**config.mk**
```make
export PLATFORM = sky130hd
export DESIGN_NAME = datapath_seq
export DESIGN_NICKNAME = d
export VERILOG_FILES = /design/src/rtl/datapath_seq.sv
export SDC_FILE = /design/constraint.sdc
export NUM_CORES = 1
export LEC_CHECK = 0
export CELL_PAD_IN_SITES_DETAIL_PLACEMENT = 0
export CELL_PAD_IN_SITES_GLOBAL_PLACEMENT = 2
export CORE_AREA = 2 2 103 105
export CTS_CLUSTER_SIZE = 20
export DETAILED_ROUTE_END_ITERATION = 6
export DIE_AREA = 0 0 105 107
export PLACE_DENSITY = 0.84
export SKIP_LAST_GASP = 1
export SLEW_MARGIN = 5
export SYNTH_ARGS = -nofsm -noshare
export SYNTH_HDL_FRONTEND = slang
export SYNTH_SLANG_ARGS = --single-unit
```
**constraint.sdc**
```tcl
create_clock -name CLK -period 1.7 [get_ports CLK]
set_input_delay 0.17 -clock CLK [delete_from_list [all_inputs] [get_ports CLK]]
set_output_delay 0.17 -clock CLK [all_outputs]
set_load 0.02 [all_outputs]
```
**src/rtl/datapath_seq.sv**
```systemverilog
// Upstream sequencer for Datapath: loads both operands, runs the ALU, and holds the result behind a valid/ready output.
// Optional out_flags {neg, zero} port is enabled by defining DATAPATH_SEQ_FLAGS_EN.
module datapath_seq #(
    parameter int size_data = 16,
    parameter int ms_width  = 3
) (
    input  logic                 CLK,
    input  logic                 RST,
    input  logic                 in_valid,
    output logic                 in_ready,
    input  logic [ms_width-1:0]  in_op,
    input  logic [size_data-1:0] in_a,
    input  logic [size_data-1:0] in_b,
    output logic                 out_valid,
    input  logic                 out_ready,
    output logic [size_data-1:0] out_data,
    output logic                 busy,
    output logic [size_data-1:0] Din,
    output logic                 WE,
    output logic                 W1,
    output logic [ms_width-1:0]  MS,
    input  logic [size_data-1:0] ALU_out
`ifdef DATAPATH_SEQ_FLAGS_EN
    ,
    output logic [1:0]           out_flags
`endif
);

    typedef enum logic [2:0] {
        IDLE   = 3'd0,
        LOAD_A = 3'd1,
        LOAD_B = 3'd2,
        EXEC   = 3'd3,
        DONE   = 3'd4
    } state_t;

    state_t               state_reg;
    state_t               state_next;
    logic [ms_width-1:0]  op_reg;
    logic [size_data-1:0] a_reg;
    logic [size_data-1:0] b_reg;
    logic [size_data-1:0] out_data_reg;
    logic                 accept;
    logic                 capture;

    // State register plus operand latch and result capture
    always_ff @(posedge CLK) begin
        if (RST) begin
            state_reg    <= IDLE;
            op_reg       <= '0;
            a_reg        <= '0;
            b_reg        <= '0;
            out_data_reg <= '0;
        end else begin
            state_reg <= state_next;
            if (accept) begin
                op_reg <= in_op;
                a_reg  <= in_a;
                b_reg  <= in_b;
            end
            if (capture) begin
                out_data_reg <= ALU_out;
            end
        end
    end

    // Next-state and output decode; outputs depend only on state_reg except in_ready
    always_comb begin
        state_next = state_reg;
        in_ready   = 1'b0;
        accept     = 1'b0;
        capture    = 1'b0;
        WE         = 1'b0;
        W1         = 1'b0;
        Din        = '0;
        case (state_reg)
            IDLE: begin
                in_ready = 1'b1;
                if (in_valid) begin
                    accept     = 1'b1;
                    state_next = LOAD_A;
                end
            end
            LOAD_A: begin
                WE         = 1'b1;
                Din        = a_reg;
                state_next = LOAD_B;
            end
            LOAD_B: begin
                WE         = 1'b1;
                W1         = 1'b1;
                Din        = b_reg;
                state_next = EXEC;
            end
            EXEC: begin
                capture    = 1'b1;
                state_next = DONE;
            end
            DONE: begin
                if (out_ready) begin
                    in_ready = 1'b1;
                    if (in_valid) begin
                        accept     = 1'b1;
                        state_next = LOAD_A;
                    end else begin
                        state_next = IDLE;
                    end
                end
            end
            default: state_next = IDLE;
        endcase
    end

    assign out_valid = (state_reg == DONE);
    assign busy      = (state_reg != IDLE);
    assign MS        = op_reg;
    assign out_data  = out_data_reg;

`ifdef DATAPATH_SEQ_FLAGS_EN
    logic [1:0] flags_reg;

    always_ff @(posedge CLK) begin
        if (RST) begin
            flags_reg <= 2'b00;
        end else if (capture) begin
            flags_reg <= {ALU_out[size_data-1], (ALU_out == '0)};
        end
    end

    assign out_flags = flags_reg;
`endif

endmodule
```
==> metrics.csv, run 1 <==
metric,value,unit
status,finished clean,
ys async rst share,0,
first drt pass iteration count,4,
Max transition margin,0.738,
"antenna viol nets, final",0,
"commonest non-fill, non-tap cell in the layout",clkdlybuf4s50_1,
fin crit share,0.971,
Syn Nets,317,
Post-Synth XOR/XNOR Area,0.00328,
minimum clock period,1.65,ns
maxcap violations,0,
Fin. Hold Viols,0,
sw frac,0.272,
Mapped Area,2670,um^2
drt wl/cell,13.5,um
min-delay src,RST,
CP arrival,1.48,ns
RR Startpoint,state_reg[2],
Placer Congestion,0.657,
Die Span Y,107,um
Synth area leaders,"dfxtp_1 (41%), or2b_2 (15%), mux2i_1 (13%)",
sequential share of the synthesized area,0.405,
post-synth top area share,0.405,
Yosys Warn Count,0,
Residual DRC,0,
Mean Syn Cell Area,10.2,um^2
worst slew pin tran,0.390,ns
CP max stage cell,dfxtp_4,
total number of vias,2079,
die width,105,um
WS Path Type,reg2out,
Comb pwr share,0.255,
hold buffers post-CTS,0,
CP startpoint kind,flop,
Final setup viols,0,
Die Area,11200,um^2
DR iter-0 viols,63,
Synth Area in Simple Gates,0.308,
Hold WC Path Type,in2reg,
Seq pwr share,0.485,
Net Switching,786,uW
Overflow after GRT,0,
Critical path origin,state_reg[0],
clock share of power,0.261,
synthesized instance count,262,
area growth from synthesis to layout,42.2,%
layout cells sized above 1,0.272,
vias per std cell,4.25,
P_int,2100,uW
flop and latch count out of synthesis,54,
clock sink count,54,
worst clock skew,0.00480,ns
largest net degree at the start of global routing,90,
RSZ-0062 raised after global routing,true,
number of synthesized flops with an enable pin,0,
VDD IR max,354,uV
cell area power density,761,nW/um^2
area taken by multi-input logic gates,1420,um^2
antenna violations before repair,0,
post-route cell area,3790,um^2
"critical path, cell by cell","nor3b_4, buf_4, buf_12, a22o_1, clkbuf_2",
total global-route track usage,0.121,
vias in the first global route,2167,
post-synthesis compound-gate area fraction,0.0877,
Final Core Density,0.376,
CP required,1.53,ns
max incr delay on CP,0.37,ns
fillcell total,1077,
CTS tree,done,
H-tree levels,2,
initial core utilization,0.264,
Buffers on Ports,94,
dpl cells,478,
Core Region,10100,um^2
"commonest non-fill, non-tap cells in the layout","clkdlybuf4s50_1 (72), dfxtp_1 (51), or2b_2 (47)",
maximum clock rate,606,MHz
hpwl dp,4280,um
Routed WL,6600,um
LEAKAGE,0.00145,uW
Slew Limit Fails,0,
Yosys cell types,28,
# rows,37,
"Reg clk slew, reported paths",0.10,ns
Tot Pwr,2890,uW
Clock Tree Root,clkbuf_8,
Main synth FF type,dfxtp_1,
Yosys top cell by area,dfxtp_1,
CP Capture Type,output pin,
first-pass GRT wire length,11000,um
Clock Tree Buf Depth,2,
largest family of logic cells by synthesized area,simple AND/OR/NAND/NOR gates,
mux share of post-synthesis cell area,0.131,
Ant. Diodes,0,
post-synthesis adder-cell area fraction,0,
reg2reg setup slack,0.16,ns
Clock Latency Late Sink,0.31,ns
Hold Slack,0.365,ns
final cell count without fillers,489,
placed inst area,3710,um^2
# IOs,95,
total CTS buffers,5,
sequential cell area,1090,um^2
Post-layout nets,407,
worst-path maximum fanout,9,
## worst paths after layout
kind                                      to  depth (start not counted)
worst min register to register   out_data[9]                          2
worst min-delay path            out_data[10]                          3
worst max-delay path                  Din[6]                          5
worst max register to register     b_reg[15]                          5
## per-stage QoR
stage | setup TNS (ns) | setup WS [ns]
3_5_place_dp | -1.12 | -0.0874
6_report | 0 | 0.0485
5_1_grt | -0.0400 | -0.0288
3_3_place_gp | -0.422 | -0.0558
2_1_floorplan | 0 | 0.212
4_1_cts | -0.135 | -0.135
## what timing repair did
item / 4_1_cts / 5_1_grt
gates cloned: 1 / 0
buffers inserted: 2 / 0
endpoints found under the setup margin: 21 / 6
pin swaps: 1 / 1
gates resized for setup: 80 / 14
## critical path: cells and delay by family (launching register included)
kind | cells | cell delay [ns]
AOI/OAI and AO/OA | 1 | 0.23
DFF | 1 | 0.37
buffers and inverters | 3 | 0.42
and+or+nand+nor | 1 | 0.15
## synthesized netlist by cell type, types with 2 or more instances
cell type	instances
a21oi_1	17
a22o_1	16
buf_12	3
buf_2	3
buf_6	3
clkbuf_1	10
dfxtp_1	54
mux2i_1	35
nand2_1	32
nand2b_1	19
nor3_1	2
or2b_1	6
or2b_2	47
## cell type report
cell class,count,area share
clock buffer,7,0.0228
clock inverter,1,0.00132
multi-input combinational,186,0.375
sequential,54,0.287
tap,136,0.0449
timing repair buffer,105,0.269
## cells by family (layout without fill, tap and decap cells)
kind of cell | after synthesis | count (layout)
xor gates and xnor gates | 1 | 1
DFF | 54 | 54
buffers and inverters | 22 | 113
AOI/OAI and AO/OA | 34 | 34
muxes | 35 | 35
and+or+nand+nor | 116 | 116
## power by group through the flow
stage                     clock network (uW)  logic [uW]  registers [uW]
after floorplan                            0         437            1430
after global placement                     0         725            1430
after detailed placement                   0         730            1430
after CTS                                800         743            1400
after global routing                     844         792            1410
final                                    752         735            1400
## layer usage
layer	up-vias	routed length [um]	global-route usage
li1	1044	-	-
met2	79	2900	0.186
met4	0	34	0.0229
met1	951	3120	0.159
met3	5	551	0.0486
met5	-	0	0
Power figures use the tool's default switching activity.
==> run 2: changes to the inputs <==
--- a/config.mk
+++ b/config.mk
@@ -12,6 +12,7 @@
 export DETAILED_ROUTE_END_ITERATION = 6
 export DIE_AREA = 0 0 105 107
 export PLACE_DENSITY = 0.84
+export SETUP_SLACK_MARGIN = 0.5
 export SKIP_LAST_GASP = 1
 export SLEW_MARGIN = 5
 export SYNTH_ARGS = -nofsm -noshare
==> run 2 against run 1 <==
Net effect:
- via count grew 4.6%
- clock skew grew 0.0029 ns
- critical endpoint is now Din[12]
- cell count grew 4.1%
- first-iteration DRC count shrank 27%
- non-clock buffer count grew 18
- largest power group unchanged
==> metrics.csv, run 2 (synthesis results as in run 1) <==
metric,value,unit,change
Die Area,11200,um^2,unchanged
Placer Congestion,0.615,,-6.3%
Slew Limit Fails,0,,unchanged
Clock Latency Late Sink,0.30,ns,about the same
post-route cell area,4440,um^2,+17%
Clock Tree Root,clkbuf_8,,
largest net degree at the start of global routing,46,,-49%
layout cells sized above 1,0.408,,+0.136
"commonest non-fill, non-tap cell in the layout",clkdlybuf4s50_1,,
CTS tree,done,,
worst slew pin tran,0.527,ns,+0.137 ns
Seq pwr share,0.426,,-0.059
hpwl dp,4440,um,+3.6%
clock share of power,0.264,,+0.003
Max transition margin,0.648,,-0.0899
Ant. Diodes,0,,unchanged
P_int,2410,uW,+15%
maxcap violations,0,,unchanged
worst clock skew,0.00766,ns,+0.00286 ns
worst-path maximum fanout,4,,-5
"commonest non-fill, non-tap cells in the layout","clkdlybuf4s50_1 (53), dfxtp_1 (51), or2b_2 (47)",,
maximum clock rate,608,MHz,+0.34%
area growth from synthesis to layout,66.6,%,
RSZ-0062 raised after global routing,true,,
# IOs,95,,unchanged
dpl cells,479,,+0.21%
WS Path Type,reg2out,,
first-pass GRT wire length,12100,um,+11%
placed inst area,3810,um^2,+2.6%
antenna violations before repair,0,,unchanged
cell area power density,746,nW/um^2,-2.0%
# rows,37,,unchanged
Post-layout nets,427,,+4.9%
fillcell total,1013,,-5.9%
minimum clock period,1.65,ns,-0.00559 ns
Comb pwr share,0.311,,+0.056
total number of vias,2174,,+4.6%
initial core utilization,0.264,,unchanged
DR iter-0 viols,46,,-27%
Buffers on Ports,94,,unchanged
Core Region,10100,um^2,unchanged
CP arrival,1.48,ns,about the same
Die Span Y,107,um,unchanged
"antenna viol nets, final",0,,unchanged
Hold WC Path Type,in2reg,,
Residual DRC,0,,unchanged
Overflow after GRT,0,,unchanged
sw frac,0.273,,+0.000296
first drt pass iteration count,3,,-1
status,finished clean,,
vias per std cell,4.27,,+0.46%
H-tree levels,2,,unchanged
fin crit share,0.968,,-0.00329
LEAKAGE,0.00180,uW,+24%
final cell count without fillers,509,,+4.1%
clock sink count,54,,unchanged
total CTS buffers,5,,unchanged
Final setup viols,0,,unchanged
vias in the first global route,2225,,+2.7%
"Reg clk slew, reported paths",0.11,ns,about the same
Clock Tree Buf Depth,2,,unchanged
CP startpoint kind,flop,,
CP required,1.53,ns,about the same
CP Capture Type,output pin,,
Fin. Hold Viols,0,,unchanged
TNS Setup,0,ns,unchanged
total global-route track usage,0.136,,+0.0156
drt wl/cell,15.0,um,+11%
VDD IR max,517,uV,+46%
Routed WL,7640,um,+16%
Net Switching,903,uW,+15%
die width,105,um,unchanged
[run 2: changes by cell type in the layout (fill, tap and decap cells not counted), sizes merged, moves of 2 or more]
cell / previous run / this run
clkdlybuf4s15: 0 / 11
clkbuf: 9 / 11
dlygate4sd2: 2 / 6
clkdlybuf4s50: 72 / 53
buf: 29 / 48
[run 2: repair_timing]
action	CTS	global route
hold buffers	0	0
pin swaps	9	29
resized for setup	171	43
cloned	8	2
setup endpoints to repair	93	86
buffers inserted	10	2
[run 2: worst max-delay path, cell delays in order (launching register included)]
cell and delay (ns):
dfxtp_4 0.37, nor3b_4 0.16, buf_6 0.12, clkbuf_16 0.15
a22o_4 0.25, buf_6 0.13
[run 2: power by group through the flow]
stage	sequential, uW	clock (uW)	combinational [uW]
4_1_cts	1410	917	973
5_1_grt	1420	954	1100
2_1_floorplan	1440	0	472
6_report	1410	874	1030
3_3_place_gp	1440	0	751
3_5_place_dp	1440	0	754
[run 2: worst paths after layout]
check,start,end,slack [ns],cells past startpoint
worst min-delay path,ALU_out[15],out_data[15],0.40,3
worst max-delay path,state_reg[0],Din[12],0.05,5
worst min register to register,out_data[2],out_data[2],0.46,2
worst max register to register,state_reg[2],b_reg[15],0.16,7
[run 2: final cells by class]
type,count,area [um^2],area share
multi-input combinational,188,1660,0.373
clock buffer,6,72.6,0.0163
clock inverter,2,37.5,0.00845
timing repair buffer,123,1420,0.318
sequential,54,1090,0.246
tap,136,170,0.0383
[run 2: per-stage QoR]
| stage | hold WS [ns] | util | setup WS (ns) | total power [uW] |
|---|---|---|---|---|
| 6_report | 0.401 | 0.440 | 0.0541 | 3310 |
| 5_1_grt | 0.399 | 0.440 | -0.0109 | 3480 |
| 4_1_cts | 0.377 | 0.423 | 0.0477 | 3300 |
| 3_5_place_dp | 0.449 | 0.377 | -0.0759 | 2190 |
| 3_3_place_gp | 0.441 | 0.377 | -0.0729 | 2190 |
| 2_1_floorplan | 0.306 | - | 0.356 | 1910 |
[run 2: layer usage]
layer	part of all wire	track usage	vias to the layer above
met1	0.44	0.169	996
met4	0.0043	0.0229	0
li1	-	-	1098
met3	0.091	0.0596	4
met2	0.47	0.223	76
met5	0	0	-
